--- src/rtl/fetch_pc_unit_pkg.sv ---
// rtl/fetch_pc_unit_pkg.sv - shared CPU definitions: fetch FSM states, reset vector, branch op codes
package fetch_pc_unit_pkg;

    typedef enum logic [1:0] {
        BOOT  = 2'd0,
        RUN   = 2'd1,
        FLUSH = 2'd2,
        HALT  = 2'd3
    } fetch_state_e;

    localparam int unsigned RESET_VECTOR_DEFAULT = 0;

    typedef enum logic [2:0] {
        BR_EQ   = 3'd0,
        BR_NE   = 3'd1,
        BR_LT   = 3'd2,
        BR_GE   = 3'd3,
        BR_LTU  = 3'd4,
        BR_GEU  = 3'd5,
        BR_JAL  = 3'd6,
        BR_NONE = 3'd7
    } branch_op_e;

endpackage

--- src/rtl/fetch_pc_unit_if.sv ---
// rtl/fetch_pc_unit_if.sv - fetch control bundle between pipeline control and the PC unit
interface fetch_pc_unit_if #(
    parameter int PC_WIDTH  = 16,
    parameter int CNT_WIDTH = 16
);
    logic                 iBranchCmd;
    logic [PC_WIDTH-1:0]  iBranchTarget;
    logic                 iStall;
    logic                 iHalt;
    logic                 iImemReady;
    logic [PC_WIDTH-1:0]  oPc;
    logic [PC_WIDTH-1:0]  oPcPlus1;
    logic                 oFetchValid;
    logic                 oFlush;
    logic                 oHalted;
    logic [CNT_WIDTH-1:0] oBranchCount;

    modport master (
        output iBranchCmd, iBranchTarget, iStall, iHalt, iImemReady,
        input  oPc, oPcPlus1, oFetchValid, oFlush, oHalted, oBranchCount
    );

    modport slave (
        input  iBranchCmd, iBranchTarget, iStall, iHalt, iImemReady,
        output oPc, oPcPlus1, oFetchValid, oFlush, oHalted, oBranchCount
    );
endinterface

--- src/rtl/fetch_pc_unit_sat_counter.sv ---
// rtl/fetch_pc_unit_sat_counter.sv - up counter that sticks at all-ones
module sat_counter #(
    parameter int WIDTH = 16
) (
    input  logic             iClk,
    input  logic             iRst_n,
    input  logic             iInc,
    output logic [WIDTH-1:0] oCount
);
    logic [WIDTH-1:0] count;

    always_ff @(posedge iClk or negedge iRst_n) begin
        if (!iRst_n) begin
            count <= '0;
        end else if (iInc && (count != {WIDTH{1'b1}})) begin
            count <= count + WIDTH'(1);
        end
    end

    assign oCount = count;
endmodule

--- src/rtl/fetch_pc_unit.sv ---
// rtl/fetch_pc_unit.sv - program counter with branch redirect, stall, flush pulse and halt
module fetch_pc_unit
    import fetch_pc_unit_pkg::*;
#(
    parameter int                PC_WIDTH     = 16,
    parameter logic [PC_WIDTH-1:0] RESET_VECTOR = PC_WIDTH'(RESET_VECTOR_DEFAULT),
    parameter int                CNT_WIDTH    = 16
) (
    input  logic             iClk,
    input  logic             iRst_n,
    fetch_pc_unit_if.slave   bus
);
    fetch_state_e        state;
    fetch_state_e        stateNext;
    logic [PC_WIDTH-1:0] pcReg;
    logic [PC_WIDTH-1:0] pcNext;
    logic                branchTaken;

    always_ff @(posedge iClk or negedge iRst_n) begin
        if (!iRst_n) begin
            state <= BOOT;
            pcReg <= RESET_VECTOR;
        end else begin
            state <= stateNext;
            pcReg <= pcNext;
        end
    end

    // Branch beats halt beats stall; a redirect is taken even while stalled.
    always_comb begin
        stateNext   = state;
        pcNext      = pcReg;
        branchTaken = 1'b0;
        case (state)
            BOOT: stateNext = RUN;
            RUN: begin
                if (bus.iBranchCmd) begin
                    pcNext      = bus.iBranchTarget;
                    branchTaken = 1'b1;
                    stateNext   = FLUSH;
                end else if (bus.iHalt) begin
                    stateNext = HALT;
                end else if (!bus.iStall && bus.iImemReady) begin
                    pcNext = pcReg + PC_WIDTH'(1);
                end
            end
            FLUSH:   stateNext = RUN;
            HALT:    stateNext = HALT;
            default: stateNext = BOOT;
        endcase
    end

    assign bus.oPc         = pcReg;
    assign bus.oPcPlus1    = pcReg + PC_WIDTH'(1);
    assign bus.oFetchValid = (state == RUN);
    assign bus.oFlush      = (state == FLUSH);
    assign bus.oHalted     = (state == HALT);

    sat_counter #(
        .WIDTH(CNT_WIDTH)
    ) uBranchCounter (
        .iClk   (iClk),
        .iRst_n (iRst_n),
        .iInc   (branchTaken),
        .oCount (bus.oBranchCount)
    );
endmodule

--- src/flat_wrapper.sv ---
// flat-port wrapper written by rule: the top's interface ports become plain ports
module fetch_pc_unit_flat import fetch_pc_unit_pkg::*;
#(
    parameter int                PC_WIDTH     = 16,
    parameter logic [PC_WIDTH-1:0] RESET_VECTOR = PC_WIDTH'(RESET_VECTOR_DEFAULT),
    parameter int                CNT_WIDTH    = 16
)
  (iClk, iRst_n, bus_iBranchCmd, bus_iBranchTarget, bus_iStall, bus_iHalt, bus_iImemReady, bus_oPc, bus_oPcPlus1, bus_oFetchValid, bus_oFlush, bus_oHalted, bus_oBranchCount);
  fetch_pc_unit_if #(.PC_WIDTH(PC_WIDTH), .CNT_WIDTH(CNT_WIDTH)) bus_i ();
  input  logic iClk;
  input  logic iRst_n;
  input wire logic [$bits(bus_i.iBranchCmd)-1:0] bus_iBranchCmd;
  input wire logic [$bits(bus_i.iBranchTarget)-1:0] bus_iBranchTarget;
  input wire logic [$bits(bus_i.iStall)-1:0] bus_iStall;
  input wire logic [$bits(bus_i.iHalt)-1:0] bus_iHalt;
  input wire logic [$bits(bus_i.iImemReady)-1:0] bus_iImemReady;
  output wire logic [$bits(bus_i.oPc)-1:0] bus_oPc;
  output wire logic [$bits(bus_i.oPcPlus1)-1:0] bus_oPcPlus1;
  output wire logic [$bits(bus_i.oFetchValid)-1:0] bus_oFetchValid;
  output wire logic [$bits(bus_i.oFlush)-1:0] bus_oFlush;
  output wire logic [$bits(bus_i.oHalted)-1:0] bus_oHalted;
  output wire logic [$bits(bus_i.oBranchCount)-1:0] bus_oBranchCount;
  assign bus_i.iBranchCmd = bus_iBranchCmd;
  assign bus_i.iBranchTarget = bus_iBranchTarget;
  assign bus_i.iStall = bus_iStall;
  assign bus_i.iHalt = bus_iHalt;
  assign bus_i.iImemReady = bus_iImemReady;
  assign bus_oPc = bus_i.oPc;
  assign bus_oPcPlus1 = bus_i.oPcPlus1;
  assign bus_oFetchValid = bus_i.oFetchValid;
  assign bus_oFlush = bus_i.oFlush;
  assign bus_oHalted = bus_i.oHalted;
  assign bus_oBranchCount = bus_i.oBranchCount;
  fetch_pc_unit #(.PC_WIDTH(PC_WIDTH), .RESET_VECTOR(RESET_VECTOR), .CNT_WIDTH(CNT_WIDTH)) u_core (.iClk(iClk), .iRst_n(iRst_n), .bus(bus_i));
endmodule
--- config.mk ---
export PLATFORM = sky130hd
export DESIGN_NAME = fetch_pc_unit_flat
export DESIGN_NICKNAME = d
export VERILOG_FILES = /design/src/rtl/fetch_pc_unit_pkg.sv /design/src/rtl/fetch_pc_unit_if.sv /design/src/rtl/fetch_pc_unit_sat_counter.sv /design/src/rtl/fetch_pc_unit.sv /design/src/flat_wrapper.sv
export SDC_FILE = /design/constraint.sdc
export NUM_CORES = 1
export LEC_CHECK = 0
export ABC_CLOCK_PERIOD_IN_PS = 5200
export CAP_MARGIN = 5
export CORE_MARGIN = 2
export CORE_UTILIZATION = 35
export DETAILED_ROUTE_END_ITERATION = 8
export PLACE_DENSITY = 0.61
export SETUP_SLACK_MARGIN = 0.4
export SLEW_MARGIN = 15
export SYNTH_ARGS = -nofsm -noshare
export SYNTH_HDL_FRONTEND = slang
export SYNTH_HIERARCHICAL = 1
export SYNTH_SLANG_ARGS = --single-unit
--- constraint.sdc ---
create_clock -name iClk -period 5.2 [get_ports iClk]
set_input_delay 1.3 -clock iClk [delete_from_list [all_inputs] [get_ports iClk]]
set_output_delay 1.3 -clock iClk [all_outputs]
set_load 0.005 [all_outputs]
# Word level (Yosys, flattened, before mapping)
# Index checks and enable logic that the tools add are counted.
# op_classes
add_sub_neg,2
mul,0
div_mod_pow,0
magnitude_cmp,0
n_eq_ne,6
shifts,0
n_mux,8
bitwise,0
reduce_logical,7
# op_table
operator,count
$mux W16,3
$add A16 B1 Y16 const B,2
$ne A16 B16 Y1 const B,1
$pmux W2 S3,1
$eq A2 B2 Y1 const B,2
$mux W2,2
$ne A3 B3 Y1 const B,1
$reduce_and A3 Y1,1
$eq A2 B1 Y1 const B,1
$logic_and A1 B1 Y1,2
$logic_not A2 Y1,1
$mux W1,2
$ne A2 B2 Y1 const B,1
$reduce_bool A2 Y1,1
$reduce_or A2 Y1,1
$logic_not A1 Y1,1
# word_totals
regBits,34
latch_bits,0
ram_bits,0
rom_bits,0
inputBits,22
out_inout_bits,51
wordCells,26
mem_count,0

# Logic depth before layout (Yosys ltp)
# depth
ltp_word,5
ltp_mapped,8

# Hierarchy
# Netlist, hierarchy kept.
# by_module_without_submodules
module,n_inst,cells_each,area_per_inst_um2,seq_area_each_um2
fetch_pc_unit,1,156,1358.8,450.4
sat_counter,1,72,859.6,400.4

# Worst setup path after synthesis
# No wires, ideal clock.
# synth_timing
path_type,register to output
start,register u_core.pcReg[0] (netlist: u_core/bus.oPc[0])
end,output port bus_oPcPlus1[14]
arrival_ps,1429
setup_slack_ps,2471
path_stages_with_launch,5
cell_sequence,dfrtp_1 -> ha_1 -> nand4_1 -> nor4_4 -> xor2_1
# synth_via
elab_chain_cells,1
# synth_lines
element,line_no,text
"start, declared",fetch_pc_unit.sv:15,logic [PC_WIDTH-1:0] pcReg;
"start signal, assigned",fetch_pc_unit.sv:25,pcReg <= pcNext;
$add A16 B1 Y16,fetch_pc_unit.sv:54,assign bus.oPcPlus1 = pcReg + PC_WIDTH'(1);
"end, declared",flat_wrapper.sv:18,output wire logic [$bits(bus_i.oPcPlus1)-1:0] bus_oPcPlus1;
# No other way between the ends.

# Worst setup path in the final report
# layout_timing
start,register u_core.pcReg[0] (netlist: u_core/bus.oPc[0])
end,output port bus_oPcPlus1[12]
# Same word-level chain as after synthesis.

==> impl_metrics.tcl <==
set metrics [dict create \
    syn_avg_cell_area_um2 9.73 \
    rsz0062_at_grt "false" \
    critical_path.cell_chain "ha_1 > nand4_1 > nor3_1 > nand2_1 > xnor2_1 > clkdlybuf4s50_1" \
    p_leak_uw 0.00130 \
    start_kind "register" \
    timing.setup.tns_ns 0 \
    drive_gt1_frac 0.0897 \
    syn_nets 252 \
    cts_hold_buffers 0 \
    path_buf_inv 1 \
    hpwl_um 4310 \
    fin_skew_ns 0.00510 \
    io_pins 73 \
    portBuffers 72 \
    synthCells 228 \
    wl_met1_um 2880 \
    maxSlewViolCount 0 \
    clk_pin_slew_ns 0.07 \
    nets 324 \
    root_buffer "clkbuf_8" \
    finalCritPeriodShare 0.720 \
    wl_per_cell_um 15.6 \
    p_total_uw 940 \
    crit_fanout 6 \
    numCtsBuffers 5 \
    diodes 0 \
    first_pass_iters 4 \
    seq_area_frac_synth 0.384 \
    endpoint_kind "primary output" \
    postLayoutCellArea_mm2 0.00314 \
    arrival_ns 2.44 \
    outcome "finished clean" \
    grt_max_degree 35 \
    cpPeakStageDelay_ns 0.51 \
    rows 29 \
    gr-usage-all-layers 0.170 \
    wl_met2_um 2600 \
    critPathTopFamily "simple AND/OR/NAND/NOR gates" \
    fin_util 0.504 \
    area_growth_syn_to_layout_pct 41.7 \
    htreeDepth 2 \
    maxCapViolations 0 \
    die_area_mm2 0.00699 \
    cts_num_sinks 34 \
    finalCriticalPeriod_ns 3.74 \
    peakVddDrop_v 0.000219 \
    remaining_drc_errors 0 \
    fmax_ghz 0.267 \
    synth_cell_type_count 52 \
    drt_iter0_drc 153 \
    routabilityCongestion 0.861 \
    cts_tree "done" \
    top_layer "met4" \
    finalHoldViolations 0 \
    core_area_mm2 0.00624 \
    routed_via_density 5.43 \
    required_ns 3.90 \
    ys_warn_count 6 \
    num_vias 2051 \
    grt_pass1_vias 1840 \
    worstHoldPathType "register to register" \
    ant_nets 0 \
    max-slew-margin-rel 0.516 \
    die_h_um 83.6 \
    met3WireLength_um 376 \
    synth_seq_cells 34 \
    slowest_stage "clkdlybuf4s50_1" \
    powerDensity_mw_per_mm2 299 \
    cts.path.max_buffers 2 \
    async_flop_share 1.00 \
    setup_viol 0 \
    syn_area_mm2 0.00222 \
    post_cts_buffers 0 \
    placed_cell_area_mm2 0.00300 \
    die_w_um 83.6 \
    antenna_found_initial 0 \
    initial_core_util 0.355 \
    max_slew.worst_pin.slew_ns 0.726 \
    clk-insertion-delay-late_ns 0.29 \
    synth-edff-count 0 \
    crit_type "register to primary output" \
    ys.flop_type "dfrtp_1" \
    grt_pass1_wl_um 9630 \
    grt_remaining_overflow 0 \
    cts_resized 0 \
    nFillCells 605 \
    totalWireLength_um 5890 \
]
-- synthesized netlist by cell type (4+ instances only) --
master | count | area [µm²]
o21ai_0 | 8 | 40.0
and2_1 | 4 | 25.0
a31oi_1 | 4 | 25.0
o21a_1 | 5 | 37.5
xor2_1 | 7 | 61.3
xnor2_1 | 14 | 123
nand3_1 | 13 | 65.1
buf_2 | 4 | 20.0
mux2i_1 | 6 | 60.1
nor2_1 | 7 | 26.3
and4_1 | 5 | 43.8
inv_1 | 5 | 18.8
a21oi_1 | 10 | 50.1
nor3_1 | 5 | 25.0
and3_1 | 7 | 43.8
dfrtp_1 | 34 | 851
nand4_1 | 13 | 81.3
nand2_1 | 22 | 82.6
nand2b_1 | 5 | 31.3
-- worst paths after layout --
check / start / endpoint / slack [ns] / depth (start not counted)
max in group asynchronous: iRst_n / u_core/uBranchCounter/oCount[11]$_DFFE_PN0P_ / 3.45 / 2
worst max register to register: u_core/state[1]$_DFFE_PN0P_ / u_core/uBranchCounter/oCount[7]$_DFFE_PN0P_ / 2.82 / 8
worst min register to register: u_core/uBranchCounter/oCount[15]$_DFFE_PN0P_ / u_core/uBranchCounter/oCount[15]$_DFFE_PN0P_ / 0.52 / 1
worst max-delay path: u_core/bus.oPc[0]$_DFFE_PN0P_ / bus_oPcPlus1[12] / 1.46 / 6
worst min-delay path: u_core/uBranchCounter/oCount[15]$_DFFE_PN0P_ / u_core/uBranchCounter/oCount[15]$_DFFE_PN0P_ / 0.52 / 1
min in group asynchronous: iRst_n / u_core/bus.oPc[2]$_DFFE_PN0P_ / 1.43 / 2
-- power breakdown --
part / switching (µW) / total (µW) / internal [µW]
registers: 63.4 / 361 / 297
clock network: 104 / 308 / 205
logic: 99.8 / 271 / 171
total: 267 / 940 / 674
-- state kept, by name, indices dropped and copies added, names as in the netlist --
register                      count
u_core/bus.oPc                   16
u_core/uBranchCounter/oCount     16
u_core/state                      2
-- worst register-to-register path: cells and delay by family (launching register included) --
family | cells | cell delay [ns]
and+or+nand+nor | 4 | 1.00
buffers and inverters | 2 | 0.66
DFF | 1 | 0.42
AOI/OAI and AO/OA | 2 | 0.24
-- final cells by class --
class	instances	area, µm²	share of cell area
Clock inverter	2	60.1	0.0191
Timing Repair Buffer	74	736	0.234
Inverter	5	18.8	0.00597
Clock buffer	6	82.6	0.0263
Multi-Input combinational cell	180	1300	0.413
Sequential cell	34	851	0.271
Tap cell	77	96.3	0.0307
-- stage by stage --
step | setup slack (ns) | hold slack, ns | cells
5_1_grt | 1.29 | 0.560 | 378
4_1_cts | 1.45 | 0.522 | 378
2_1_floorplan | 2.47 | 0.495 | 228
6_report | 1.46 | 0.523 | 378
3_3_place_gp | 1.79 | 0.508 | 370
3_5_place_dp | 1.73 | 0.507 | 370
-- logic make-up after synthesis --
logic type      count (synthesis)  share of synthesized area
flops                          34                      0.384
mux                             7                     0.0321
buf+inv                        14                     0.0310
xor+xnor                       21                     0.0829
fa+ha+maj                       2                     0.0113
compound gates                 48                      0.155
simple gates                  102                      0.304
-- placed cells by master, fill, tap and decap left out, drive strengths merged, types with 3 or more instances in the layout --
master,n
xor2,7
nand2b,5
clkdlybuf4s50,72
mux2i,6
xnor2,14
nand3,14
a21oi,10
dfrtp,34
nor2,8
and2,4
nor3,6
o21a,5
and4,7
nand2,22
a31oi,4
nor4,4
nand4,16
inv,5
clkbuf,6
nor2b,3
and3,8
o21ai,9
-- routing by layer --
metal | up-vias | global-route usage
met2 | 68 | 0.253
met1 | 982 | 0.252
met3 | 2 | 0.0356
met5 | - | 0
li1 | 999 | -
met4 | 0 | 0.0440
No activity file was read; power rests on OpenSTA's default activity.
